$ cat src/rtl/scene_sequencer.sv
// Frame-synchronous scene sequencer: picks the active background set, runs a
// fade-out / swap / fade-in around every scene change and issues respawn data.
module scene_sequencer #(
   parameter int unsigned FRAMES_PER_STEP = 2,
   parameter int unsigned DOOR_HOLD       = 4
) (
   input  logic       vga_clk,
   input  logic       Reset,
   input  logic       frame_tick,
   input  logic [7:0] keycode,
   input  logic [1:0] color_main,
   output logic [2:0] scene,
   output logic [3:0] bright,
   output logic [9:0] spawn_x,
   output logic [9:0] spawn_y,
   output logic       spawn_load,
   output logic       busy
);

   localparam int unsigned HOLD_W = $clog2(DOOR_HOLD + 1);
   localparam int unsigned STEP_W = (FRAMES_PER_STEP > 1) ? $clog2(FRAMES_PER_STEP) : 1;

   localparam logic [7:0] KEY_ENTER = 8'h28;

   localparam logic [2:0] SC_TITLE = 3'd0;
   localparam logic [2:0] SC_MAIN  = 3'd1;
   localparam logic [2:0] SC_LEFT  = 3'd2;
   localparam logic [2:0] SC_RIGHT = 3'd3;
   localparam logic [2:0] SC_UP    = 3'd4;

   localparam logic [1:0] DOOR_NONE  = 2'b00;
   localparam logic [1:0] DOOR_LEFT  = 2'b01;
   localparam logic [1:0] DOOR_RIGHT = 2'b10;

   typedef enum logic [2:0] {
      ST_TITLE,
      ST_PLAY,
      ST_FADE_OUT,
      ST_SWAP,
      ST_FADE_IN
   } state_t;

   state_t              state;
   logic [2:0]          target;
   logic [HOLD_W-1:0]   hold_cnt;
   logic [1:0]          last_code;
   logic [STEP_W-1:0]   step_cnt;

   logic [HOLD_W-1:0]   hold_next;
   logic                door_hit;
   logic [2:0]          door_target;
   logic                step_done;
   logic [9:0]          next_spawn_x;
   logic [9:0]          next_spawn_y;

   // Door qualification: how long the tick-sampled door code has been stable
   always_comb begin
      hold_next   = '0;
      door_target = SC_MAIN;
      if ((color_main != DOOR_NONE) && (color_main == last_code)) begin
         hold_next = HOLD_W'(hold_cnt + HOLD_W'(1));
      end else if (color_main != DOOR_NONE) begin
         hold_next = HOLD_W'(1);
      end
      door_hit = (hold_next == HOLD_W'(DOOR_HOLD));
      if (scene == SC_MAIN) begin
         case (color_main)
            DOOR_LEFT:  door_target = SC_LEFT;
            DOOR_RIGHT: door_target = SC_RIGHT;
            default:    door_target = SC_UP;
         endcase
      end
      step_done = (step_cnt == STEP_W'(FRAMES_PER_STEP - 1));
   end

   // Respawn point: the player reappears on the side opposite the door used
   always_comb begin
      next_spawn_x = 10'd320;
      next_spawn_y = 10'd240;
      case (target)
         SC_MAIN: begin
            case (scene)
               SC_LEFT:  next_spawn_x = 10'd40;
               SC_RIGHT: next_spawn_x = 10'd600;
               SC_UP:    next_spawn_y = 10'd40;
               default:  next_spawn_x = 10'd320;
            endcase
         end
         SC_LEFT:  next_spawn_x = 10'd600;
         SC_RIGHT: next_spawn_x = 10'd40;
         SC_UP:    next_spawn_y = 10'd440;
         default:  next_spawn_x = 10'd320;
      endcase
   end

   // Sequencer FSM with registered outputs
   always_ff @(posedge vga_clk) begin
      if (!Reset) begin
         state      <= ST_TITLE;
         scene      <= SC_TITLE;
         bright     <= 4'd15;
         spawn_x    <= 10'd320;
         spawn_y    <= 10'd240;
         spawn_load <= 1'b0;
         busy       <= 1'b0;
         target     <= SC_TITLE;
         hold_cnt   <= '0;
         last_code  <= DOOR_NONE;
         step_cnt   <= '0;
      end else begin
         spawn_load <= 1'b0;
         case (state)
            ST_TITLE: begin
               if (keycode == KEY_ENTER) begin
                  target   <= SC_MAIN;
                  step_cnt <= '0;
                  busy     <= 1'b1;
                  state    <= ST_FADE_OUT;
               end
            end
            ST_PLAY: begin
               if (frame_tick) begin
                  last_code <= color_main;
                  hold_cnt  <= hold_next;
                  if (door_hit) begin
                     target   <= door_target;
                     step_cnt <= '0;
                     busy     <= 1'b1;
                     state    <= ST_FADE_OUT;
                  end
               end
            end
            ST_FADE_OUT: begin
               if (frame_tick) begin
                  if (step_done) begin
                     step_cnt <= '0;
                     bright   <= bright - 4'd1;
                     if (bright == 4'd1) begin
                        state <= ST_SWAP;
                     end
                  end else begin
                     step_cnt <= STEP_W'(step_cnt + STEP_W'(1));
                  end
               end
            end
            ST_SWAP: begin
               scene      <= target;
               spawn_x    <= next_spawn_x;
               spawn_y    <= next_spawn_y;
               spawn_load <= 1'b1;
               hold_cnt   <= '0;
               last_code  <= DOOR_NONE;
               step_cnt   <= '0;
               state      <= ST_FADE_IN;
            end
            ST_FADE_IN: begin
               if (frame_tick) begin
                  if (step_done) begin
                     step_cnt <= '0;
                     bright   <= bright + 4'd1;
                     if (bright == 4'd14) begin
                        busy  <= 1'b0;
                        state <= ST_PLAY;
                     end
                  end else begin
                     step_cnt <= STEP_W'(step_cnt + STEP_W'(1));
                  end
               end
            end
            default: begin
               state <= ST_TITLE;
            end
         endcase
      end
   end

endmodule

$ cat config.mk
export PLATFORM = sky130hd
export DESIGN_NAME = scene_sequencer
export DESIGN_NICKNAME = d
export VERILOG_FILES = /design/src/rtl/scene_sequencer.sv
export SDC_FILE = /design/constraint.sdc
export NUM_CORES = 1
export LEC_CHECK = 0
export CORE_MARGIN = 5
export CORE_UTILIZATION = 45
export CTS_BUF_LIST = sky130_fd_sc_hd__clkbuf_16
export DETAILED_ROUTE_END_ITERATION = 10
export DONT_BUFFER_PORTS = 1
export PLACE_DENSITY = 0.68
export SLEW_MARGIN = 20
export SYNTH_ARGS = -nofsm -noshare
export SYNTH_HDL_FRONTEND = slang
export SYNTH_SLANG_ARGS = --single-unit
$ cat constraint.sdc
create_clock -name vga_clk -period 2.47 [get_ports vga_clk]
set_clock_uncertainty 0.05 [all_clocks]
set_input_delay 0.741 -clock vga_clk [delete_from_list [all_inputs] [get_ports vga_clk]]
set_output_delay 0.741 -clock vga_clk [all_outputs]
set_load 0.02 [all_outputs]
==> results of run 1 <==
-- where the power goes --
group | internal, mW | leakage [nW] | switching (mW) | total, mW
clock network | 0.364 | 0.0724 | 0.217 | 0.580
logic | 0.0843 | 0.379 | 0.108 | 0.192
registers | 0.510 | 0.242 | 0.0583 | 0.568
total | 0.958 | 0.694 | 0.383 | 1.34
-- worst max-delay path, stage by stage --
cell	delay, ns
inv_1	0.04
ha_1	0.23
nand4bb_1	0.19
or4_4	0.45
a211oi_4	0.32
mux2i_1	0.22
-- cell type report --
class | instances | area share
clock inverter | 3 | 0.00678
sequential | 30 | 0.325
tap | 48 | 0.0325
clock buffer | 5 | 0.0678
timing repair buffer | 4 | 0.0163
inverter | 10 | 0.0203
multi-input combinational | 148 | 0.531
-- per-layer routing --
| metal | share of wire | vias up |
|---|---|---|
| li1 | - | 699 |
| met1 | 0.44 | 650 |
| met2 | 0.48 | 33 |
| met3 | 0.073 | 5 |
| met4 | 0.0091 | 0 |
| met5 | 0 | - |
-- Yosys cell counts, types with 4 or more instances --
cell / number / area (um2)
a21oi_1: 11 / 55.1
buf_4: 11 / 82.6
clkbuf_1: 7 / 26.3
dfxtp_1: 30 / 601
ha_1: 7 / 87.6
inv_1: 10 / 37.5
mux2i_1: 5 / 50.1
nand2_1: 21 / 78.8
nand3_1: 4 / 20.0
nand3b_1: 4 / 30.0
nor2_1: 13 / 48.8
nor3_1: 5 / 25.0
nor3b_1: 5 / 37.5
o211ai_1: 4 / 30.0
o21ai_0: 7 / 35.0
-- cell families after synthesis --
kind of cell / count (synthesis) / share of synthesized area
buffers and inverters: 31 / 0.0934
AND/OR/NAND/NOR: 74 / 0.244
multiplexers: 5 / 0.0292
flip-flops: 30 / 0.350
AO/OA/AOI/OAI: 48 / 0.202
other: 2 / 0.00438
adder cells (fa/ha/maj): 7 / 0.0511
XOR/XNOR: 5 / 0.0255
-- stage by stage --
stage               hold WS [ns]  utilization  total power [mW]  setup WS, ns
floorplan                  0.408            -             0.749         0.247
global placement           0.426        0.463             0.771         0.209
detailed placement         0.435        0.463             0.769         0.138
CTS                        0.447        0.501              1.35         0.422
global route               0.482        0.501              1.40         0.373
finish                     0.444        0.501              1.34         0.428
-- sequential cells by signal, indices dropped and copies added (netlist names) --
signal      cells
spawn_load      1
spawn_y         4
scene           3
bright          4
step_cnt        1
busy            1
state           3
hold_cnt        3
target          3
spawn_x         5
last_code       2
-- worst min-delay path by stage --
| stage | start | endpoint | slack [ns] |
|---|---|---|---|
| finish | hold_cnt[1] | hold_cnt[1] | 0.44 |
| CTS | hold_cnt[1] | hold_cnt[1] | 0.45 |
| detailed placement | hold_cnt[1] | hold_cnt[1] | 0.44 |
| global route | Reset | bright[2] | 0.48 |
| floorplan | hold_cnt[1] | hold_cnt[1] | 0.41 |
| global placement | hold_cnt[1] | hold_cnt[1] | 0.43 |
==> flow_summary.ini, run 1 <==
[run_status]
status = finished, final reports clean

[layout]
fin_area_mm2 = 0.00185
layout.nets = 219
diodes = 0
final_cells = 248
seq_area_um2 = 601
fillers = 364
drive_gt1_frac = 0.0950
multiInputGateArea_um2 = 981
final_common_cell = dfxtp_1
mostFrequentLayoutCells = 30 x dfxtp_1, 21 x nand2_1, 13 x nor2_1
area_delta_synth_final_pct = 7.66

[grt]
use_met1 = 0.169
use_met3 = 0.0575
grt_max_degree = 19
track_usage = 0.142
grt-ovfl-total = 0
first_global_vias = 1294
busiest_layer = met2
grtUsageMet2 = 0.235
antenna_found_initial = 0
grt_pass1_wl_um = 5890

[worst_setup_path]
crit-reg2reg-launch = bright[0]
rrSetupSlack_ns = 0.53
path_max_fanout = 4
end_kind = register
cp.required_ns = 2.62
crit_end = target[2]
cp-start-kind = input pin
reg2reg_to = state[1]
critPathKind = input pin to register
arrival_ns = 2.20
rr_worst_depth = 6
critPathLaunch = color_main[0]

[routing]
post_drt_wl_per_cell_um = 14.5
vias = 1387
drc_errors = 0
final_antenna_net_count = 0
drt_iter0_drc = 44
wirelength_um = 3610
via_per_inst = 5.59
first_pass_iters = 4

[power]
max-vdd-ir-drop_mv = 0.341
powerDensity_mw_per_mm2 = 726
p_leak_nw = 0.694

[yosys]
ys.flop_type = dfxtp_1
synth-seq-cells = 30
synth_edf_count = 0
synth.avg_cell_area_um2 = 8.49
yosysUniqueCellTypes = 51
seq_area_frac_synth = 0.350
async_flop_share = 0
ys_warn_count = 0
syn_inst = 202
netlist_area_mm2 = 0.00172

[placed_design]
numPortBuffers = 0
dpl_cell_area_mm2 = 0.00171
dp_cells = 240
dp.final_hpwl_um = 2620
place_congestion = 0.780

[floorplanning]
die_w_um = 71.7
die_height_um = 71.7
start_util = 0.465
row_count = 22
dieArea_mm2 = 0.00515
coreArea_mm2 = 0.00369
io_pins = 42

[clock_tree]
clock_path_buffers = 2
hold_buffers = 0
clk_transition_reported_paths_ns = 0.05
htreeDepth = 2
cts_tree = done
clock-sinks = 30
postCtsSetupBuffers = 0
numCtsBuffers = 5
ctsRootBufferMaster = clkbuf_16
clk_latency_ns = 0.27
ctsResizeCount = 0

[sta]
rsz0062_at_grt = false
setup_viol = 0
tns_ns = 0
fin_crit_sh = 0.827
max_freq_ghz = 0.490
period_needed_ns = 2.04
final_max_slew_viol_count = 0
slew-limit-headroom = 0.583
hold_viol = 0
worst_pin_slew_ns = 0.625

[min_path]
hp-class = register to register
hold_depth = 2

[job]
maxCapViolations = 0
Note: power is estimated with default switching activity, not from simulation.
==> run 2, diff against run 1 <==
==> constraint.sdc (replaced) <==
create_clock -name vga_clk -period 2 [get_ports vga_clk]
set_clock_uncertainty 0.05 [all_clocks]
set_input_delay 0.6 -clock vga_clk [delete_from_list [all_inputs] [get_ports vga_clk]]
set_output_delay 0.6 -clock vga_clk [all_outputs]
set_load 0.02 [all_outputs]
==> flow_summary.ini, run 2 (same netlist as run 1, synthesis figures left out) <==
[power]
p_leak_nw = 0.741
powerDensity_mw_per_mm2 = 863
max-vdd-ir-drop_mv = 0.408

[layout]
largestRegisters = spawn_x (5), bright (4), spawn_y (4)
seq_area_um2 = 602
area_delta_synth_final_pct = 15.0
largest_register = spawn_x
fillers = 363
layout.nets = 229
drive_gt1_frac = 0.167
mostFrequentLayoutCells = 29 x dfxtp_1, 21 x nand2_1, 14 x buf_4
largest_reg_flops = 5
final_common_cell = dfxtp_1
diodes = 0
multiInputGateArea_mm2 = 0.00101
final_cells = 258

[grt]
busiest_layer = met2
grt-ovfl-total = 0
first_global_vias = 1290
grt_max_degree = 19
track_usage = 0.149
use_met3 = 0.0561
grt_pass1_wl_um = 6010
grtUsageMet2 = 0.219
use_met1 = 0.190
antenna_found_initial = 0

[sta]
hold_viol = 0
period_needed_ns = 1.85
fin_crit_sh = 0.925
rsz0062_at_grt = false
worst_pin_slew_ns = 0.622
slew-limit-headroom = 0.581
max_freq_ghz = 0.540
setup_viol = 0
final_max_slew_viol_count = 0
setup_slack_ns = 0.149

[routing]
drc_errors = 0
final_antenna_net_count = 0
drt_iter0_drc = 116
first_pass_iters = 4
wirelength_um = 3670
post_drt_wl_per_cell_um = 14.2
vias = 1394
via_per_inst = 5.40

[worst_setup_path]
critPathKind = register to register
cp.required_ns = 2.16
rr_worst_depth = 5
end_kind = register
crit-reg2reg-launch = hold_cnt[0]
reg2reg_to = target[2]
path_max_fanout = 3
rrSetupSlack_ns = 0.15
arrival_ns = 2.01
cp-start-kind = register

[floorplanning]
start_util = 0.465
die_height_um = 71.7
coreArea_mm2 = 0.00369
dieArea_mm2 = 0.00515
row_count = 22
die_w_um = 71.7
io_pins = 42

[min_path]
hold_path_end = bright[0]
hp-class = input pin to register
hold_depth = 1
min-delay-start = Reset

[clock_tree]
clk_transition_reported_paths_ns = 0.05
ctsRootBufferMaster = clkbuf_16
clk_latency_ns = 0.28
numCtsBuffers = 5
clock-sinks = 30
hold_buffers = 0
clock_path_buffers = 2
htreeDepth = 2
cts_tree = done

[placed_design]
pre_cts_ws_ns = -0.0779
dp_cells = 249
dp.final_hpwl_um = 2670
place_congestion = 0.808
numPortBuffers = 0

[job]
maxCapViolations = 0

[run_status]
status = finished, final reports clean
## run 2: cell types whose count changed in the layout (fill, tap and decap cells not counted)
| cell | previous run | this run |
|---|---|---|
| dfxtp_1 | 30 | 29 |
| clkinvlp_4 | 0 | 1 |
| dfxtp_2 | 0 | 1 |
| inv_1 | 11 | 8 |
| inv_8 | 0 | 1 |
| ha_4 | 0 | 2 |
| ha_1 | 7 | 5 |
| inv_12 | 0 | 1 |
| buf_4 | 4 | 14 |
## run 2: stage by stage
stage	hold WS, ns	TNS [ns]	util	area [um2]	total power [mW]
2_1_floorplan	0.408	-0.00956	-	1770	0.929
3_3_place_gp	0.424	-0.0846	0.491	1810	0.979
3_5_place_dp	0.439	-0.195	0.491	1810	0.978
4_1_cts	0.336	0	0.529	1950	1.72
5_1_grt	0.345	0	0.535	1970	1.78
6_report	0.340	0	0.535	1970	1.70
## run 2: worst max path at each step
| stage | from | endpoint | depth (start not counted) |
|---|---|---|---|
| 3_5_place_dp | color_main[1] | target[2] | 6 |
| 3_3_place_gp | color_main[1] | target[0] | 6 |
| 5_1_grt | state[0] | hold_cnt[2] | 4 |
| 4_1_cts | hold_cnt[0] | target[2] | 5 |
| 6_report | hold_cnt[0] | target[2] | 5 |
| 2_1_floorplan | color_main[1] | target[0] | 6 |
## run 2: timing repair
item                                   in CTS  in global routing
endpoints found under the hold margin       0                  0
setup endpoints to repair                   0                  3
buffers inserted                            0                  1
gates resized for setup                     0                  2
## run 2: layout make-up
| type | count | area share |
|---|---|---|
| Clock inverter | 3 | 0.00825 |
| Multi-Input combinational cell | 148 | 0.510 |
| Sequential cell | 30 | 0.305 |
| Inverter | 10 | 0.0292 |
| Timing Repair Buffer | 14 | 0.0533 |
| Tap cell | 48 | 0.0305 |
| Clock buffer | 5 | 0.0635 |
## run 2: per-layer routing
metal,vias to the layer above,routed length (um)
met5,-,0
met2,35,1640
met4,0,82
met1,632,1670
li1,719,-
met3,8,276
## run 2: critical path: stages, from the launching register on
cell       delay, ns
dfxtp_1         0.36
ha_4            0.22
nand4bb_1       0.16
or4_4           0.46
a211oi_4        0.32
mux2i_1         0.21
## run 2: where the power goes
| group | leakage, nW | total, mW | internal (mW) | switching, mW |
|---|---|---|---|---|
| Sequential | 0.243 | 0.687 | 0.630 | 0.0574 |
| Combinational | 0.431 | 0.287 | 0.126 | 0.160 |
| Clock | 0.0672 | 0.728 | 0.453 | 0.275 |
==> run 3, diff against run 2 <==
--- a/config.mk
+++ b/config.mk
@@ -10,6 +10,7 @@
 export CTS_BUF_LIST = sky130_fd_sc_hd__clkbuf_16
 export DETAILED_ROUTE_END_ITERATION = 10
 export DONT_BUFFER_PORTS = 1
+export GPL_ROUTABILITY_DRIVEN = 0
 export PLACE_DENSITY = 0.68
 export SLEW_MARGIN = 20
 export SYNTH_ARGS = -nofsm -noshare
==> results of run 3 <==
No change in the layout: final DEF, timing and power equal those of run 2.
